## src/rtl/alu_ctrl_pkg.sv

```systemverilog
// alu_ctrl_pkg: shared FSM states, flag struct and ALU op codes
package alu_ctrl_pkg;
  typedef enum logic [1:0] {IDLE, EXEC, RESP} state_t;
  typedef struct packed {
    logic n;
    logic z;
    logic v;
    logic c;
  } nzvc_t;
  localparam logic [3:0] OP_ADD = 4'h0;
  localparam logic [3:0] OP_SUB = 4'h1;
endpackage

```

## src/rtl/alu_share_sched_if.sv

```systemverilog
// alu_share_sched_if: requester-side request/response bundle of the ALU scheduler
interface alu_share_sched_if #(parameter int XLEN = 32, parameter int NREQ = 2);
  logic [NREQ-1:0]      req_valid;
  logic [NREQ-1:0]      req_ready;
  logic [NREQ*XLEN-1:0] req_a;
  logic [NREQ*XLEN-1:0] req_b;
  logic [NREQ*4-1:0]    req_op;
  logic [NREQ-1:0]      rsp_valid;
  logic [NREQ-1:0]      rsp_ready;
  logic [XLEN-1:0]      rsp_s;
  logic [3:0]           rsp_nzvc;
  logic                 rsp_err;
  modport master (
    output req_valid, req_a, req_b, req_op, rsp_ready,
    input  req_ready, rsp_valid, rsp_s, rsp_nzvc, rsp_err
  );
  modport slave (
    input  req_valid, req_a, req_b, req_op, rsp_ready,
    output req_ready, rsp_valid, rsp_s, rsp_nzvc, rsp_err
  );
endinterface

```

## src/rtl/rr_arbiter.sv

```systemverilog
// rr_arbiter: combinational round-robin pick of the first request at or after ptr
module rr_arbiter #(
  parameter int NREQ = 2,
  localparam int PW = $clog2(NREQ)
) (
  input  logic [NREQ-1:0] req,
  input  logic [PW-1:0]   ptr,
  output logic [NREQ-1:0] grant,
  output logic [PW-1:0]   idx
);
  // Scan from the farthest offset down so the nearest requester overwrites last
  always_comb begin
    grant = '0;
    idx   = '0;
    for (int i = NREQ - 1; i >= 0; i--) begin
      if (req[(int'(ptr) + i) % NREQ]) begin
        grant = NREQ'(1) << ((int'(ptr) + i) % NREQ);
        idx   = PW'((int'(ptr) + i) % NREQ);
      end
    end
  end
endmodule

```

## src/rtl/alu_share_sched.sv

```systemverilog
// alu_share_sched: round-robin sharing of one NZVC ALU with registered operands and response
module alu_share_sched
  import alu_ctrl_pkg::*;
#(
  parameter int XLEN = 32,
  parameter int NREQ = 2
) (
  input  logic                clk,
  input  logic                rst,
  alu_share_sched_if.slave    bus,
  output logic [XLEN-1:0]     alu_a,
  output logic [XLEN-1:0]     alu_b,
  output logic [3:0]          alu_op,
  input  logic [XLEN-1:0]     alu_s,
  input  logic                alu_n,
  input  logic                alu_z,
  input  logic                alu_v,
  input  logic                alu_c,
  input  logic                alu_hata,
  output logic [3:0]          flags_q,
  output logic                busy
);
  localparam int PW = $clog2(NREQ);
  state_t state, next;
  logic [PW-1:0] rr_ptr, gsel, gidx;
  logic [NREQ-1:0] grant;
  logic rsp_ok;
  nzvc_t nzvc;
  assign nzvc = '{n: alu_n, z: alu_z, v: alu_v, c: alu_c};
  rr_arbiter #(.NREQ(NREQ)) u_arb (
    .req  (bus.req_valid),
    .ptr  (rr_ptr),
    .grant(grant),
    .idx  (gidx)
  );
  always_comb begin
    rsp_ok        = state == RESP && bus.rsp_ready[gsel];
    next          = state == IDLE ? (|grant ? EXEC : IDLE) : state == EXEC ? RESP : (rsp_ok ? IDLE : RESP);
    bus.req_ready = state == IDLE ? grant : '0;
    bus.rsp_valid = state == RESP ? NREQ'(1) << gsel : '0;
    busy          = state != IDLE;
  end
  always_ff @(posedge clk) begin
    if (rst) begin
      state        <= IDLE;
      rr_ptr       <= '0;
      gsel         <= '0;
      alu_a        <= '0;
      alu_b        <= '0;
      alu_op       <= '0;
      bus.rsp_s    <= '0;
      bus.rsp_nzvc <= '0;
      bus.rsp_err  <= 1'b0;
      flags_q      <= '0;
    end else begin
      state <= next;
      if (state == IDLE && |grant) begin
        alu_a  <= bus.req_a[gidx*XLEN +: XLEN];
        alu_b  <= bus.req_b[gidx*XLEN +: XLEN];
        alu_op <= bus.req_op[gidx*4 +: 4];
        gsel   <= gidx;
      end
      // Error results are reported but never touch the architectural flags
      if (state == EXEC) begin
        bus.rsp_s    <= alu_s;
        bus.rsp_nzvc <= nzvc;
        bus.rsp_err  <= alu_hata;
        if (!alu_hata) flags_q <= nzvc;
      end
      if (rsp_ok) rr_ptr <= gsel == PW'(NREQ - 1) ? '0 : gsel + 1'b1;
    end
  end
endmodule

```

## src/flat_wrapper.sv

```systemverilog
// flat-port wrapper written by rule: the top's interface ports become plain ports
module alu_share_sched_flat import alu_ctrl_pkg::*;
#(
  parameter int XLEN = 32,
  parameter int NREQ = 2
)
  (clk, rst, alu_a, alu_b, alu_op, alu_s, alu_n, alu_z, alu_v, alu_c, alu_hata, flags_q, busy, bus_req_valid, bus_req_a, bus_req_b, bus_req_op, bus_rsp_ready, bus_req_ready, bus_rsp_valid, bus_rsp_s, bus_rsp_nzvc, bus_rsp_err);
  alu_share_sched_if #(.XLEN(XLEN), .NREQ(NREQ)) bus_i ();
  input  logic clk;
  input  logic rst;
  output logic [XLEN-1:0] alu_a;
  output logic [XLEN-1:0] alu_b;
  output logic [3:0] alu_op;
  input  logic [XLEN-1:0] alu_s;
  input  logic alu_n;
  input  logic alu_z;
  input  logic alu_v;
  input  logic alu_c;
  input  logic alu_hata;
  output logic [3:0] flags_q;
  output logic busy;
  input wire logic [$bits(bus_i.req_valid)-1:0] bus_req_valid;
  input wire logic [$bits(bus_i.req_a)-1:0] bus_req_a;
  input wire logic [$bits(bus_i.req_b)-1:0] bus_req_b;
  input wire logic [$bits(bus_i.req_op)-1:0] bus_req_op;
  input wire logic [$bits(bus_i.rsp_ready)-1:0] bus_rsp_ready;
  output wire logic [$bits(bus_i.req_ready)-1:0] bus_req_ready;
  output wire logic [$bits(bus_i.rsp_valid)-1:0] bus_rsp_valid;
  output wire logic [$bits(bus_i.rsp_s)-1:0] bus_rsp_s;
  output wire logic [$bits(bus_i.rsp_nzvc)-1:0] bus_rsp_nzvc;
  output wire logic [$bits(bus_i.rsp_err)-1:0] bus_rsp_err;
  assign bus_i.req_valid = bus_req_valid;
  assign bus_i.req_a = bus_req_a;
  assign bus_i.req_b = bus_req_b;
  assign bus_i.req_op = bus_req_op;
  assign bus_i.rsp_ready = bus_rsp_ready;
  assign bus_req_ready = bus_i.req_ready;
  assign bus_rsp_valid = bus_i.rsp_valid;
  assign bus_rsp_s = bus_i.rsp_s;
  assign bus_rsp_nzvc = bus_i.rsp_nzvc;
  assign bus_rsp_err = bus_i.rsp_err;
  alu_share_sched #(.XLEN(XLEN), .NREQ(NREQ)) u_core (.clk(clk), .rst(rst), .bus(bus_i), .alu_a(alu_a), .alu_b(alu_b), .alu_op(alu_op), .alu_s(alu_s), .alu_n(alu_n), .alu_z(alu_z), .alu_v(alu_v), .alu_c(alu_c), .alu_hata(alu_hata), .flags_q(flags_q), .busy(busy));
endmodule
```

## config.mk

```make
export PLATFORM = sky130hd
export DESIGN_NAME = alu_share_sched_flat
export DESIGN_NICKNAME = d
export VERILOG_FILES = /design/src/rtl/alu_ctrl_pkg.sv /design/src/rtl/alu_share_sched_if.sv /design/src/rtl/rr_arbiter.sv /design/src/rtl/alu_share_sched.sv /design/src/flat_wrapper.sv
export SDC_FILE = /design/constraint.sdc
export NUM_CORES = 1
export LEC_CHECK = 0
export ABC_AREA = 1
export BUFFER_PORTS_ARGS = -buffer_cell sky130_fd_sc_hd__buf_4
export CAP_MARGIN = 40
export CORE_UTILIZATION = 40
export CTS_CLUSTER_SIZE = 30
export DETAILED_ROUTE_END_ITERATION = 7
export PLACE_DENSITY = 0.73
export RECOVER_POWER = 100
export SLEW_MARGIN = 20
export SYNTH_ARGS = -nofsm -noshare
export SYNTH_HDL_FRONTEND = slang
export SYNTH_SLANG_ARGS = --single-unit
```

## constraint.sdc

```tcl
create_clock -name clk -period 3 [get_ports clk]
set_input_delay 0.45 -clock clk [delete_from_list [all_inputs] [get_ports clk]]
set_output_delay 0.45 -clock clk [all_outputs]
set_load 0.01 [all_outputs]
```

* Word level (Yosys, flattened, before mapping)
Cells that the tools add are included.
** Storage, ports and cells
- Bits in registers :: 113
- Word-level logic and storage cells :: 49
- Input port bits :: 179
- Output and inout port bits :: 114
** Operators by class
- Bitwise gates (word level) :: 2
- Shifts and indexed selects :: 6
- $lt $le $gt $ge :: 3
- Muxes and demuxes :: 18
- Equal/unequal tests :: 2
- Reduce and logical (&&, ||, !) cells :: 6
- Add/sub/neg operators :: 2
** Operators by type and width (number)
- 64-bit by 7-bit indexed part select with 32-bit output :: 2
- 1-bit by 32-bit left shift with 2-bit output (first input constant) :: 1
- 2-bit two-way mux :: 7
- 1-bit two-way mux :: 11
- 8-bit by 4-bit indexed part select with 4-bit output :: 1
- 1-bit by 2-bit < comparator with 1-bit output (second input constant) :: 2
- 1-bit by 1-bit left shift with 2-bit output (first input constant) :: 2
- 2-bit by 3-bit < comparator with 1-bit output (second input constant) :: 1
- 1-bit adder (second input constant) :: 2
- 2-bit by 1-bit equality test with 1-bit output (second input constant) :: 1
- 2-bit equality test (second input constant) :: 1
- 1-bit logical AND :: 2
- 2-bit zero test :: 1
- 2-bit AND reduction :: 1
- 2-bit nonzero test :: 1
- 2-bit OR reduction :: 1
- 1-bit AND (first input constant) :: 1
- 1-bit inverter :: 1

* Longest topological paths before layout
- Depth in word-level cells :: 10
- Gate-level depth with buffers :: 9

* Modules after synthesis
Synthesis repeated with hierarchy kept, for this count alone.
** Unflattened totals
- Cells, all modules :: 876
- Area, all modules :: 5353.9 um2
** Modules (own cells, without submodules)
- alu_share_sched :: cells each 871, times used 1, area each 5318.9 um2
- rr_arbiter :: cells each 5, times used 1, area each 35.0 um2

* Least setup slack after synthesis
No wires, ideal clock.
- Path type :: input -> output
- From :: in bus_req_valid[1]
- To :: out bus_req_ready[0]
- Arrival time :: 1173 ps
- Buffers on the path :: 2
- Path slack :: 1377 ps
- Stages :: 5
- Required time :: 2550 ps
- Cell sequence :: nand2_2 > buf_2 > buf_2 > nand2_1 > nor2_1
** Between the ends
- Longest elaborated chain between the ends :: 6
- Elaborated cells on any way between the ends :: 8
- Those cells by class :: mux: 8
** RTL lines
- from (decl) :: line flat_wrapper.sv:22 : input wire logic [$bits(bus_i.req_valid)-1:0] bus_req_valid;
- 1-bit two-way mux (implied by the code) (3 in a row) :: line rr_arbiter.sv:16 : if (req[(int'(ptr) + i) % NREQ]) begin
- 2-bit two-way mux :: line rr_arbiter.sv:16
- 2-bit two-way mux (*) :: line rr_arbiter.sv:16
- 2-bit two-way mux (*) :: line alu_share_sched.sv:39 : bus.req_ready = state == IDLE ? grant : '0;
- to (decl) :: line flat_wrapper.sv:27 : output wire logic [$bits(bus_i.req_ready)-1:0] bus_req_ready;
Every way passes the cells marked *; elsewhere a longest branch is shown, timed or not. The select of a mux whose other input is x is not followed.

* Worst setup path after layout
- From :: reg u_core.state[1]
- To :: reg u_core.bus.rsp_nzvc[3]
** Between the ends
- Longest elaborated chain between the ends :: 1
** RTL lines
- from (decl) :: line alu_share_sched.sv:24 : state_t state, next;
- from (signal assigned) :: line alu_share_sched.sv:56 : state <= next;
- 2-bit by 1-bit equality test with 1-bit output :: line alu_share_sched.sv:64 : if (state == EXEC) begin
- to (signal assigned) :: line alu_share_sched.sv:66 : bus.rsp_nzvc <= nzvc;
- to (decl) :: line alu_share_sched_if.sv:19 : output req_ready, rsp_valid, rsp_s, rsp_nzvc, rsp_err
No other way between the ends.
A chain may end at the register's enable or synchronous reset.

==> reports/qor.txt <==
Clk sinks -> 113
Crit path time final -> 2.06 ns
Mapped Avg Cell Area -> 6.14 sq um
Cell with the most instances after synthesis -> nand2_1
WS Path Type -> flip-flop to flip-flop
Avg Vias per Cell -> 4.50
Endpoints failing setup -> 0
First-pass GRT wire length -> 26.7 mm
Fin. Hold Viols -> 0
Area leader, netlist -> dfxtp_1
Clock Path Buffers -> 2
Drt wl/cell -> 12.9 microns
DRT Pass-1 Iters -> 4
Critical Path AT -> 2.35 ns
Status -> complete, no violations
Top cell type's share of synthesized area -> 42.5%
Filler cells -> 1,346
Clock Root Buffer -> clkbuf_16
Setup TNS -> 0 ns
Cell family with most CP delay -> buffers and inverters
WL final -> 17.0 mm
Lkg Pwr -> 3.96 nW
Global route overflow -> 0
Post-cts hold buffer count -> 0
PD cells -> 641 mW/mm^2
DRT antenna net count -> 0
Worst slew pin tran -> 1.28 ns
CTS clock-pin slew for the worst setup and hold paths -> 0.05 ns
Crit-path slowest cell -> inv_1
Top cells by count, synth -> nand2_1 (283), nor2_1 (218), dfxtp_1 (113), inv_1 (76), nand3_1 (69)
Post_cts resized -> 0
Layout area overhead -> 45.2%
Post-route cell area -> 0.00773 sq mm
Max VDD drop -> 0.354 mV
Die extent in y -> 117 microns
Ys async rst share -> 0%
Register area share after synthesis -> 42.5%
# DRC -> 0
NumNets Final -> 1,311
Hold WS -> 0.277 ns
Startpoint Class -> flip-flop
All-Layer GR Usage -> 24.2%
CP endpoint kind -> flip-flop
Mapped Area -> 0.00532 sq mm
RSZ-0062 raised after global routing -> false
PortBufs -> 292
DR iter-0 viols -> 353
CP Max Fanout -> 37
Post-synth cell types -> 19
Fin util -> 60.5%
Buf/Inv on CP -> 3
Layout cells sized above 1 -> 19.4%
Total power -> 4.95 mW
Achievable frequency -> 486 MHz
Die Width -> 117 microns
Max-slew violation count -> 0
# diodes -> 0
Postcts setup bufs -> 0
Via count -> 5,927
Main flop type after synthesis -> dfxtp_1
Post-synth EDFFs -> 0
Most frequent CP cell -> nor2_1
Starting Density -> 41.7%
CORE AREA -> 0.0128 sq mm
Placed Instance Area -> 0.00757 sq mm
Clk_skew -> 0.00641 ns
Hold Crit Class -> primary input to flip-flop
Cells along the critical path -> clkinv_1, nand2_1, buf_4, inv_1, nor2_1, nor2_1
Crit share post-route -> 68.6%
Clk_lat worst skew -> 0.41 ns
Initial antenna violation count -> 0
Relative slew slack -> 14.5%
Top-Level Pins -> 293
Final estimated routing congestion in global placement -> 0.820
Vias in the first global route -> 5,377
Syn nets -> 1,046
Synth top area cells -> dfxtp_1 (43%), nand2_1 (20%), nor2_1 (15%), nand3_1 (6.5%), inv_1 (5.4%)
Core Rows -> 41
Cts bufs inserted -> 17
Yosys warning count -> 0
CP required -> 3.29 ns
Detailed placer's ending HPWL -> 11.6 mm
Worst path max stage delay -> 0.54 ns
Die footprint -> 0.0138 sq mm
Mapped Cells -> 867
Pin count of the biggest net entering global routing -> 69
# H-tree levels -> 4
CTS tree -> built
Max-cap violations -> 0
Register bit total from synthesis -> 113
worst reg2reg max path, delay by kind of cell, from the launching register on:
kind                   cells  cell delay [ns]
buffers and inverters      3             0.98
AND/OR/NAND/NOR            3             0.59
flip-flops                 1             0.40
per-stage QoR:
stage               worst slack [ns]  cells
floorplan                       1.38    867
global placement                1.12   1285
detailed placement              1.10   1285
CTS                            0.958   1316
global route                   0.648   1316
finish                         0.942   1316
state kept, by name, summed over array words and instances, names as in the netlist:
| register | cells |
|---|---|
| u_core.bus.rsp_s | 32 |
| u_core.alu_op | 4 |
| u_core.state | 2 |
| u_core.bus.rsp_err | 1 |
| u_core.gsel | 1 |
| u_core.bus.rsp_nzvc | 4 |
| u_core.flags_q | 4 |
| u_core.alu_a | 32 |
| u_core.rr_ptr | 1 |
| u_core.alu_b | 32 |
cells by family (layout without fill, tap and decap cells):
logic type,after synthesis,count (layout),synth area share [%]
and+or+nand+nor,579,579,42.9
buffers and inverters,133,410,10.6
DFF,113,113,42.5
AOI/OAI and AO/OA,42,42,3.95
placed cells by master, fill, tap and decap left out, drive strengths merged:
master      n
nand2     285
nor2      220
buf       185
clkbuf    134
dfxtp     113
inv        78
nand3      70
o21ai      39
clkinv      8
a21oi       3
bufinv      3
nor3        2
nand4       2
clkinvlp    2
power by group:
group	total, mW	switching (mW)	internal, mW
Clock	2.01	0.683	1.33
Sequential	1.79	0.0960	1.70
Combinational	1.15	0.679	0.466
Total	4.95	1.46	3.49
metal layers:
metal  GRT usage, %  vias to the layer above  part of all wire [%]
met2           40.9                      214                    49
met5              0                        -                     0
met1           28.7                     2558                    43
li1               -                     3135                     -
met3           7.83                       20                   6.9
met4           8.36                        0                   1.5
area by class of cell:
cell class                      instances  area [sq um]  share of cell area (%)
Clock buffer                           19           453                    5.86
Clock inverter                         12           140                    1.81
Inverter                               79           297                    3.84
Multi-Input combinational cell        621          2500                    32.4
Sequential cell                       113          2260                    29.3
Tap cell                              172           215                    2.79
Timing Repair Buffer                  300          1860                    24.0
path summary, 6_finish.rpt:
kind	end	from	cells past startpoint	slack, ns
min	u_core.flags_q[1]	alu_v	3	0.28
max reg2reg	u_core.bus.rsp_nzvc[3]	u_core.state[1]	6	0.94
min reg2reg	u_core.flags_q[3]	u_core.flags_q[3]	2	0.47
max	u_core.bus.rsp_nzvc[3]	u_core.state[1]	6	0.94
(Power assumes the default switching activity.)
